==> src/rtl/led_pio_sequencer_pkg.sv <==
// Shared types and field positions for the LED PIO sequencer.
// The PIO command word is {mode[1:0], arg[7:0]}; the mode selects how arg is
// turned into an LED pattern.
package led_seq_pkg;

   typedef enum logic [1:0] {
      M_DIRECT = 2'b00,
      M_BLINK  = 2'b01,
      M_CHASE  = 2'b10,
      M_PWM    = 2'b11
   } led_mode_t;

   localparam int MODE_MSB = 9;
   localparam int MODE_LSB = 8;
   localparam int ARG_MSB  = 7;
   localparam int CMD_W    = 10;
   localparam int LED_W    = 10;

   // One-position left rotate of the chase pattern; bit 9 wraps to bit 0.
   function automatic logic [LED_W-1:0] rotl1(input logic [LED_W-1:0] v);
      return {v[LED_W-2:0], v[LED_W-1]};
   endfunction

endpackage

==> src/rtl/led_pio_sequencer_tick_gen.sv <==
// Pattern-tick prescaler.
//   clk_clk        in  system clock
//   reset_reset_n  in  asynchronous active-low reset
//   clr_i          in  synchronous restart of the count (new command)
//   tick_o         out high for the one cycle in which the count sits at TICK_DIV-1
module led_tick_gen #(
   parameter int TICK_DIV = 500000
) (
   input  logic clk_clk,
   input  logic reset_reset_n,
   input  logic clr_i,
   output logic tick_o
);

   localparam int TW = (TICK_DIV > 1) ? $clog2(TICK_DIV) : 1;
   localparam logic [TW-1:0] TC = TW'(TICK_DIV - 1);

   logic [TW-1:0] tcnt_q, tcnt_d;

   assign tick_o = (tcnt_q == TC);

   always_comb begin
      tcnt_d = tcnt_q + TW'(1);
      if (clr_i || tick_o) begin
         tcnt_d = '0;
      end
   end

   always_ff @(posedge clk_clk or negedge reset_reset_n) begin
      if (!reset_reset_n) begin
         tcnt_q <= '0;
      end else begin
         tcnt_q <= tcnt_d;
      end
   end

endmodule

==> src/rtl/led_pio_sequencer.sv <==
// LED PIO sequencer: turns the static 10-bit HPS PIO command into a direct,
// blink, chase or PWM-dim pattern on LEDR[9:0].
//   clk_clk        in   system clock (same as soc_system)
//   reset_reset_n  in   asynchronous active-low reset
//   pio_cmd_i      in   [9:8] mode, [7:0] arg
//   led_o          out  registered LED drive, 1 = on
//   cmd_update_o   out  one-cycle pulse when a new command is accepted
//
// Mode state is cmd_q[9:8]; it only moves when the command changes.
//   state    | meaning
//   M_DIRECT | led = arg
//   M_BLINK  | led = arg while phase is 1, off otherwise; phase flips every BLINK_TICKS ticks
//   M_CHASE  | one-hot pos, rotated left every arg+1 ticks
//   M_PWM    | all LEDs on while the free-running 8-bit pwm count is below arg
module led_pio_sequencer
   import led_seq_pkg::*;
#(
   parameter int TICK_DIV    = 500000,
   parameter int BLINK_TICKS = 25
) (
   input  logic             clk_clk,
   input  logic             reset_reset_n,
   input  logic [CMD_W-1:0] pio_cmd_i,
   output logic [LED_W-1:0] led_o,
   output logic             cmd_update_o
);

   localparam int BW = (BLINK_TICKS > 1) ? $clog2(BLINK_TICKS) : 1;
   localparam logic [BW-1:0] BLINK_TC = BW'(BLINK_TICKS - 1);

   logic [CMD_W-1:0] cmd_q;
   logic             cmd_update_q;
   logic             chg;
   logic             tick;
   led_mode_t        mode;
   logic [7:0]       arg;

   logic             phase_q, phase_d;
   logic [BW-1:0]    bcnt_q, bcnt_d;
   logic [LED_W-1:0] pos_q, pos_d;
   logic [7:0]       scnt_q, scnt_d;
   logic [7:0]       pwm_cnt_q, pwm_cnt_d;
   logic [LED_W-1:0] led_q, led_d;

   assign chg  = (pio_cmd_i != cmd_q);
   assign mode = led_mode_t'(cmd_q[MODE_MSB:MODE_LSB]);
   assign arg  = cmd_q[ARG_MSB:0];

   led_tick_gen #(
      .TICK_DIV (TICK_DIV)
   ) u_tick_gen (
      .clk_clk       (clk_clk),
      .reset_reset_n (reset_reset_n),
      .clr_i         (chg),
      .tick_o        (tick)
   );

   // A command change restarts every pattern and takes priority over any
   // tick landing in the same cycle.
   always_comb begin
      phase_d = phase_q;
      bcnt_d  = bcnt_q;
      if (chg) begin
         phase_d = 1'b1;
         bcnt_d  = '0;
      end else if (tick) begin
         if (bcnt_q == BLINK_TC) begin
            phase_d = ~phase_q;
            bcnt_d  = '0;
         end else begin
            bcnt_d = bcnt_q + BW'(1);
         end
      end
   end

   always_comb begin
      pos_d  = pos_q;
      scnt_d = scnt_q;
      if (chg) begin
         pos_d  = LED_W'(1);
         scnt_d = '0;
      end else if (tick) begin
         if (scnt_q == arg) begin
            pos_d  = rotl1(pos_q);
            scnt_d = '0;
         end else begin
            scnt_d = scnt_q + 8'd1;
         end
      end
   end

   assign pwm_cnt_d = chg ? 8'd0 : pwm_cnt_q + 8'd1;

   // Output decode uses the already-registered command, which gives the
   // one-edge pipeline between command capture and LED update.
   always_comb begin
      led_d = '0;
      case (mode)
         M_DIRECT: led_d = {2'b00, arg};
         M_BLINK:  led_d = phase_q ? {2'b00, arg} : '0;
         M_CHASE:  led_d = pos_q;
         M_PWM:    led_d = {LED_W{pwm_cnt_q < arg}};
         default:  led_d = '0;
      endcase
   end

   always_ff @(posedge clk_clk or negedge reset_reset_n) begin
      if (!reset_reset_n) begin
         cmd_q        <= '0;
         cmd_update_q <= 1'b0;
      end else begin
         cmd_q        <= pio_cmd_i;
         cmd_update_q <= chg;
      end
   end

   always_ff @(posedge clk_clk or negedge reset_reset_n) begin
      if (!reset_reset_n) begin
         phase_q <= 1'b1;
         bcnt_q  <= '0;
      end else begin
         phase_q <= phase_d;
         bcnt_q  <= bcnt_d;
      end
   end

   always_ff @(posedge clk_clk or negedge reset_reset_n) begin
      if (!reset_reset_n) begin
         pos_q  <= LED_W'(1);
         scnt_q <= '0;
      end else begin
         pos_q  <= pos_d;
         scnt_q <= scnt_d;
      end
   end

   always_ff @(posedge clk_clk or negedge reset_reset_n) begin
      if (!reset_reset_n) begin
         pwm_cnt_q <= '0;
      end else begin
         pwm_cnt_q <= pwm_cnt_d;
      end
   end

   always_ff @(posedge clk_clk or negedge reset_reset_n) begin
      if (!reset_reset_n) begin
         led_q <= '0;
      end else begin
         led_q <= led_d;
      end
   end

   assign led_o        = led_q;
   assign cmd_update_o = cmd_update_q;

endmodule

==> config.mk <==
export PLATFORM = sky130hd
export DESIGN_NAME = led_pio_sequencer
export DESIGN_NICKNAME = d
export VERILOG_FILES = /design/src/rtl/led_pio_sequencer_pkg.sv /design/src/rtl/led_pio_sequencer_tick_gen.sv /design/src/rtl/led_pio_sequencer.sv
export SDC_FILE = /design/constraint.sdc
export NUM_CORES = 1
export LEC_CHECK = 0
export ABC_AREA = 1
export CAP_MARGIN = 20
export CORE_MARGIN = 5
export CORE_UTILIZATION = 59
export CTS_CLUSTER_DIAMETER = 50
export CTS_CLUSTER_SIZE = 12
export DETAILED_ROUTE_END_ITERATION = 8
export PLACE_DENSITY = 0.82
export SLEW_MARGIN = 10
export SYNTH_ARGS = -nofsm -noshare
export SYNTH_HDL_FRONTEND = slang
export SYNTH_HIERARCHICAL = 1
export SYNTH_SLANG_ARGS = --single-unit
==> constraint.sdc <==
create_clock -name clk_clk -period 2.4 [get_ports clk_clk]
set_input_delay 0.6 -clock clk_clk [delete_from_list [all_inputs] [get_ports clk_clk]]
set_output_delay 0.6 -clock clk_clk [all_outputs]
set_load 0.05 [all_outputs]
Yosys cells after proc, flatten, opt, wreduce, memory -nomap -nowiden
Index checks and enable logic that the tools add are counted.

Add/sub/neg operators: 4. $lt $le $gt $ge: 1. Equal/unequal tests: 7. Muxes and demuxes: 16. Bitwise operators: 1. Reductions and logical operators: 7.

Operators with widths (number): $mux W8 (5); $pmux W10 S4 (1); $mux W10 (3); $add A19 B1 Y19 const B (1); $eq A19 B19 Y1 const B (1); $mux W19 (1); $add A8 B1 Y8 const B (2); $mux W5 (3); $ne A10 B10 Y1 (1); $eq A8 B8 Y1 (1); $lt A8 B8 Y1 (1); $reduce_bool A2 Y1 (3); $add A5 B1 Y5 const B (1); $eq A5 B5 Y1 const B (1); $eq A2 B2 Y1 const B (2); $reduce_and A2 Y1 (2); $mux W1 (3); $eq A2 B1 Y1 const B (1); $logic_not A2 Y1 (1); $logic_or A1 B1 Y1 (1); $not A1 Y1 (1).

Bits in registers: 72. Output and inout bits: 11.

Depth between registers and ports, before layout
Gate-level depths: netlist (run 1).

Word-level depth: 4. Depth in mapped cells: 12. Gate-level depth less buffers: 11.

Hierarchy
Netlist (run 1), hierarchy kept.

By module, submodules not included: led_pio_sequencer (times used 1, cells each 322, area an instance 2668.8 um^2, seq. area each 1328.8 um^2); led_tick_gen (times used 1, cells each 162, area an instance 1146.1 um^2, seq. area each 475.5 um^2).

Least setup slack after synthesis (run 1)
No wires, ideal clock.

Path type: in2reg. From: input pio_cmd_i[0]. To: register u_tick_gen.tcnt_q[4]. Library setup time: 71 ps. Arrival: 1709 ps. Data required time: 2329 ps. Setup slack: 619 ps. Stages on the path: 12. Path buffers: 2. Path through: inv_1 -> nand2_1 -> nand2_1 -> nor2_1 -> nand2_1 -> nor2_2 -> nand2_1 -> buf_4 -> inv_1 -> nand2_2 -> buf_6 -> nor2_1.

Cells in the longest elaborated chain, start to end: 3.

RTL lines: start, declared (line led_pio_sequencer.sv:23) `input logic [CMD_W-1:0] pio_cmd_i,`; $ne A10 B10 Y1 (line led_pio_sequencer.sv:45) `assign chg = (pio_cmd_i != cmd_q);`; via chg (line led_pio_sequencer.sv:33) `logic chg;`; $logic_or A1 B1 Y1 (line led_pio_sequencer_tick_gen.sv:24) `if (clr_i || tick_o) begin`; $mux W19 (line led_pio_sequencer_tick_gen.sv:24); via u_tick_gen.tcnt_d[4] (line led_pio_sequencer_tick_gen.sv:18) `logic [TW-1:0] tcnt_q, tcnt_d;`; end signal, assigned (line led_pio_sequencer_tick_gen.sv:33) `tcnt_q <= tcnt_d;`; end, declared (line led_pio_sequencer_tick_gen.sv:18).

The timed path passes the listed nets, and every way through them passes these cells. A chain may end at the register's enable or synchronous reset.

Final worst setup path (run 1)
From: input pio_cmd_i[1]. To: register u_tick_gen.tcnt_q[18].

Cells in the longest elaborated chain, start to end: 3.

RTL lines (line): $ne A10 B10 Y1 (led_pio_sequencer.sv:45); $logic_or A1 B1 Y1 (led_pio_sequencer_tick_gen.sv:24); $mux W19 (led_pio_sequencer_tick_gen.sv:24); via u_tick_gen.tcnt_d[18] (led_pio_sequencer_tick_gen.sv:18).

The timed path passes the listed nets, and every way through them passes these cells.

==> results of run 1 <==
cell usage in the layout (no fill, tap or decap), drive strengths merged:
| cell | netlist | final |
|---|---|---|
| nor2 | 72 | 72 |
| nand4 | 7 | 7 |
| xnor2 | 10 | 10 |
| dfrtp | 70 | 70 |
| and3 | 1 | 1 |
| clkdlybuf4s50 | 0 | 21 |
| nand3 | 40 | 40 |
| bufinv | 0 | 2 |
| nand3b | 1 | 1 |
| nor3 | 4 | 4 |
| or2 | 1 | 1 |
| o21ai | 26 | 26 |
| clkbuf | 0 | 13 |
| ha | 12 | 12 |
| dfstp | 2 | 2 |
| nor3b | 2 | 2 |
| buf | 6 | 7 |
| inv | 67 | 67 |
| nand2 | 143 | 143 |
| clkinv | 0 | 1 |
| a21oi | 8 | 8 |
| xor2 | 11 | 11 |
| a211oi | 1 | 1 |
stage by stage:
stage               instances  setup slack [ns]  hold slack, ns  instance area, sq um  power [mW]
finish                    599             0.316           0.189                  4330        2.50
global route              599             0.139           0.218                  4330        2.60
CTS                       599             0.299           0.200                  4330        2.51
detailed placement        583            0.0200           0.466                  4120        1.47
global placement          583            0.0536           0.445                  4120        1.46
floorplan                 484             0.619           0.304                  3810        1.38
area by class of cell:
| cell class | count | area share |
|---|---|---|
| well taps | 77 | 0.0222 |
| repair buffers | 28 | 0.0600 |
| multi-input cells | 339 | 0.394 |
| clock buffers | 13 | 0.0344 |
| flip-flops and latches | 72 | 0.416 |
| inverters | 67 | 0.0580 |
| clock inverters | 3 | 0.0150 |
state kept, by name, summed over array words and instances (netlist names):
register / count
pos_q: 10
phase_q: 1
cmd_update_o: 1
bcnt_q: 5
pwm_cnt_q: 8
cmd_q: 10
scnt_q: 8
led_o: 10
u_tick_gen/tcnt_q: 19
layer usage:
metal / wire, um / vias to the layer above
met5: 0 / -
met4: 119 / 0
met3: 395 / 11
met2: 3750 / 80
met1: 3570 / 1467
li1: - / 1576
where the power goes:
group / switching (mW) / leakage [nW] / total (mW) / internal, mW
Clock: 0.437 / 0.108 / 1.05 / 0.614
Combinational: 0.126 / 1.05 / 0.193 / 0.0668
Sequential: 0.0169 / 0.952 / 1.25 / 1.23
Total: 0.581 / 2.11 / 2.50 / 1.92
cells by family (layout without fill, tap and decap cells):
group	after synthesis	count (layout)	synth area share
XOR/XNOR	21	21	0.0482
buffers and inverters	73	111	0.0794
AND/OR/NAND/NOR	271	271	0.314
AO/OA/AOI/OAI	35	35	0.0466
flip-flops	72	72	0.473
adder cells (fa/ha/maj)	12	12	0.0394
how the worst max path moves through the flow:
stage	slack (ns)	startpoint	depth (start not counted)	end
2_1_floorplan	0.62	pio_cmd_i[0]	12	u_tick_gen/tcnt_q[4]
3_3_place_gp	0.05	pio_cmd_i[0]	11	u_tick_gen/tcnt_q[0]
3_5_place_dp	0.02	pio_cmd_i[3]	11	u_tick_gen/tcnt_q[18]
4_1_cts	0.30	cmd_update_o	1	cmd_update_o
5_1_grt	0.14	pio_cmd_i[0]	11	pos_q[0]
6_report	0.32	pio_cmd_i[1]	11	u_tick_gen/tcnt_q[18]
==> impl_results.md, run 1 <==
- Outcome: completed
- WL/cell: 13.1 um
- P&R area growth vs syn: 13.6%
- Area leader, netlist: dfrtp_1
- Gpl congestion: 0.930
- Finished Core Util: 0.686
- Vias per cell: 5.23
- GRT Max-Usage Layer: met2
- Critical path required time: 2.67 ns
- Fillers: 522
- Number of global-route vias before repair: 3,021
- Later-pin clock latency in the skew report: 0.35 ns
- Setup repair bufs after CTS: 0
- CP max stage cell: clkdlybuf4s50_1
- Die area: 8170 sq um
- DRT Pass-1 Iters: 6
- Fin Clk Skew: 0.0115 ns
- Initial antenna violation count: 0
- Critical Path Fanout Max: 19
- Worst path most repeated cell: nand2_1
- Final Hold Violating Endpoints: 0
- Slew Limit Fails: 0
- Number of buffers created by CTS: 9
- Crit path buf inv count: 3
- Data arrival time of the worst path: 2.36 ns
- Synthesis-stage register bit count: 72
- Synth unique cells: 29
- Fmax: 0.480 GHz
- Share of cells above drive strength 1: 0.0939
- Synth Flop Type: dfrtp_1
- Worst Max-Slew Pin Slew: 0.798 ns
- Syn nets: 508
- Die Y: 90.4 um
- Synth Warn #: 6
- Post-layout min period: 2.08 ns
- Row count: 29
- Synth top area share: 0.459
- Initial Utilization: 0.604
- Post-route setup TNS: 0 ns
- Setup CP Type: input pin to flip-flop
- Met1 usage: 0.286
- CTS tree: built
- PortBufs: 22
- CP top delay family: simple AND/OR/NAND/NOR gates
- Rel. slew slack: 0.466
- GR Util met2: 0.329
- Total GRT Usage: 0.208
- Final ANT Viol Nets: 0
- Global Route met3 Usage: 0.0475
- Synth cell count leaders: 137 x nand2_1, 70 x dfrtp_1, 61 x inv_1, 61 x nor2_1, 37 x nand3_1
- RSZ-0062 raised after global routing: false
- Register area share after synthesis: 0.473
- Core area: 6310 sq um
- Count leader, synth: nand2_1
- Iter 0 DRT Violations: 234
- Hold Buf Count CTS: 0
- Synth Instances: 484
- Clock sinks: 72
- Part of the cycle the worst path needs: 0.869
- Critical path launch point type: input pin
- Max-Cap Viols: 0
- Multi-input logic area: 1710 sq um
- H-tree Lvls: 3
- R2R setup slack: 0.45 ns
- R2R Path Start: u_tick_gen/tcnt_q[0]
- Area contributors post-synth: dfrtp_1 46%, nand2_1 13%, inv_1 6.0%
- CTS resizes: 0
- Syn_area_per_cell: 7.88 sq um
- Crit-path max cell delay: 0.49 ns
- Pleak: 2.11 nW
- R2R depth: 9
- Min-delay worst type: input pin to asynchronous set/reset pin
- Residual DRC: 0
- CTS root buf: clkbuf_8
- EDFF count, synth: 0
- # diodes: 0
- Mapped Area: 3810 sq um
- Pwr per Cell Area: 576 nW/um^2
- Worst-path clk slew: 0.08 ns
- Pin count of the biggest net entering global routing: 24
- Endpoints failing setup: 0
- Detailed Place HPWL: 5780 um
- Share of synthesized registers carrying an async set or reset: 1.00
- CTS Buffer Depth: 2
- Total Nets Final: 541
- FF-to-FF End: pos_q[4]
- First-pass GRT wire length: 14,000 um
- Maximum VDD drop: 0.450 mV
- CP Capture Type: flip-flop
- Die Span X: 90.4 um
- CP Cell Sequence: clkdlybuf4s50_1 -> inv_1 -> nand2_1 -> nand2_1 -> nor2_1 -> nand2_1 -> nor2_2 -> nand2_1 -> inv_1 -> nand2_2 -> nor2_1
- Grt ovf: 0
- Total wire length: 7830 um
- I/O Pins: 23
- Reg area: 1800 sq um
- Vias: 3,134
(Power assumes the default switching activity.)
==> run 2, diff against run 1 <==
Settings changed: TNS_END_PERCENT from default to 100.
==> results of run 2 <==
Same layout as run 1: the final DEF is identical, and so are final timing and power.
==> run 3, diff against run 2 <==
Clock period 2.4 ns to 2.3 ns, I/O delays scaled along.
==> run 3 against run 2 <==
Net effect:
- cell area increased by 1.6%
- wire length shrank 3.8%
- count of clock-buffer cells in the layout down 1
- sequential share of layout area down 0.65 points
- first-iteration DRC count decreased by 32%
- combinational power is 9.8% higher
- total power rose by 7.3%
- cell count rose by 0.67%
- clock skew decreased by 0.0020 ns
- clock power is 10% higher
- flip-flop and latch count unchanged
==> impl_results.md, run 3 (same netlist as run 1, synthesis figures left out) <==
- Min-delay worst type: input pin to asynchronous set/reset pin
- Max-Cap Viols: 0
- Vias: 3,108
- Max reg flops: 19
- Most common cell after layout, fill and taps aside: nand2_1
- Hold Buf Count CTS: 0
- Gpl congestion: 0.874
- Critical path launch point type: flip-flop
- Clock power frac: 0.433
- Net Sw Power: 612 uW
- Vias per cell: 5.15
- Slew Limit Fails: 0
- Endpoints failing setup: 0
- DRT Pass-1 Iters: 4
- CP top delay family: buffers and inverters
- CP Capture Type: output pin
- Worst-path clk slew: 0.07 ns
- Number of buffers created by CTS: 9
- Fillers: 517
- CP max stage cell: clkdlybuf4s50_1
- Largest register by flop count: u_tick_gen/tcnt_q
- Die Span X: 90.4 um
- Grt ovf: 0
- Die area: 8170 sq um
- Most frequent cells in the layout: 137 x nand2_1, 70 x dfrtp_1, 61 x inv_1, 61 x nor2_1, 37 x nand3_1
- P&R area growth vs syn: 15.4%
- CTS resizes: 0
- Total Nets Final: 545
- Post-layout min period: 2.04 ns
- Residual DRC: 0
- Clock sinks: 72
- H-tree Lvls: 3
- Internal Power: 2.07 mW
- Die Y: 90.4 um
- I/O Pins: 23
- CP Cell Sequence: clkdlybuf4s50_1
- Final ANT Viol Nets: 0
- Pwr per Cell Area: 608 nW/um^2
- Pin count of the biggest net entering global routing: 26
- Total wire length: 7530 um
- CTS tree: built
- Pre-CTS WS: -0.0385 ns
- Total GRT Usage: 0.198
- Switching share of power: 0.228
- CTS Buffer Depth: 2
- Total power: 2.68 mW
- Later-pin clock latency in the skew report: 0.34 ns
- Part of the cycle the worst path needs: 0.889
- Share of cells above drive strength 1: 0.106
- Data arrival time of the worst path: 1.47 ns
- Combinational share of power: 0.079
- Fin Clk Skew: 0.00951 ns
- Fin area: 4400 sq um
- WL/cell: 12.5 um
- Detailed Place HPWL: 5650 um
- Crit path buf inv count: 1
- Worst Max-Slew Pin Slew: 0.750 ns
- PortBufs: 22
- Outcome: completed
- CTS root buf: clkbuf_8
- Cell Area, Placed: 4160 sq um
- First-pass GRT wire length: 13,300 um
- GR Util met2: 0.318
- Iter 0 DRT Violations: 160
- Setup CP Type: flip-flop to output pin
- Row count: 29
- Pleak: 2.14 nW
- Crit-path max cell delay: 0.80 ns
- Sequential Power Share: 0.487
- Setup repair bufs after CTS: 0
- Met1 usage: 0.268
- Number of global-route vias before repair: 2,954
- Initial antenna violation count: 0
- GRT Max-Usage Layer: met2
- Critical path required time: 1.73 ns
- Fin worst setup slack: 0.255 ns
- Fmax: 0.489 GHz
- Maximum VDD drop: 0.483 mV
- # diodes: 0
- Global Route met3 Usage: 0.0408
- Critical Path Fanout Max: 1
- Core area: 6310 sq um
- Initial Utilization: 0.604
- Final Hold Violating Endpoints: 0
- Rel. slew slack: 0.498
- RSZ-0062 raised after global routing: false
-- run 3: cell count changes in the layout (fill, tap and decap cells not counted) --
| cell | change |
|---|---|
| clkinvlp_4 | +2 |
| buf_4 | +3 |
| clkbuf_8 | +2 |
| buf_12 | +1 |
| clkbuf_1 | -3 |
| clkinv_2 | -1 |
-- run 3: final timing paths --
path,endpoint,cells past startpoint,from,slack [ns]
min in group clk_clk,u_tick_gen/tcnt_q[0],1,u_tick_gen/tcnt_q[0],0.46
max in group asynchronous,pos_q[0],2,reset_reset_n,1.56
worst min register to register,u_tick_gen/tcnt_q[0],1,u_tick_gen/tcnt_q[0],0.46
worst min-delay path,cmd_q[6],1,reset_reset_n,0.18
worst max-delay path,cmd_update_o,1,cmd_update_o,0.26
worst max register to register,pos_q[0],9,u_tick_gen/tcnt_q[0],0.33
-- run 3: power by group through the flow --
| stage | registers, mW | clock network [mW] | logic [mW] |
|---|---|---|---|
| 6_report | 1.31 | 1.16 | 0.212 |
| 5_1_grt | 1.31 | 1.25 | 0.236 |
| 4_1_cts | 1.30 | 1.19 | 0.215 |
| 3_5_place_dp | 1.33 | 0 | 0.214 |
| 3_3_place_gp | 1.33 | 0 | 0.210 |
| 2_1_floorplan | 1.37 | 0 | 0.0641 |
-- run 3: stage by stage --
| stage | hold WS [ns] | utilization | setup TNS (ns) | cells |
|---|---|---|---|---|
| after floorplan | 0.279 | - | 0 | 484 |
| after global placement | 0.444 | 0.659 | -0.0575 | 587 |
| after detailed placement | 0.457 | 0.659 | -0.347 | 587 |
| after CTS | 0.179 | 0.697 | 0 | 603 |
| after global routing | 0.197 | 0.697 | 0 | 603 |
| final | 0.180 | 0.697 | 0 | 603 |
-- run 3: area by class of cell --
cell class	instances	area, sq um	area share
clock buffers	12	165	0.0375
clock inverters	4	75.1	0.0171
inverters	67	251	0.0571
multi-input cells	339	1710	0.388
flip-flops and latches	72	1800	0.410
well taps	77	96.3	0.0219
repair buffers	32	303	0.0688
-- run 3: routing by layer --
metal | vias to the layer above | share of wire
met2 | 56 | 0.49
li1 | 1581 | -
met4 | 0 | 0.015
met5 | - | 0
met1 | 1460 | 0.46
met3 | 11 | 0.037
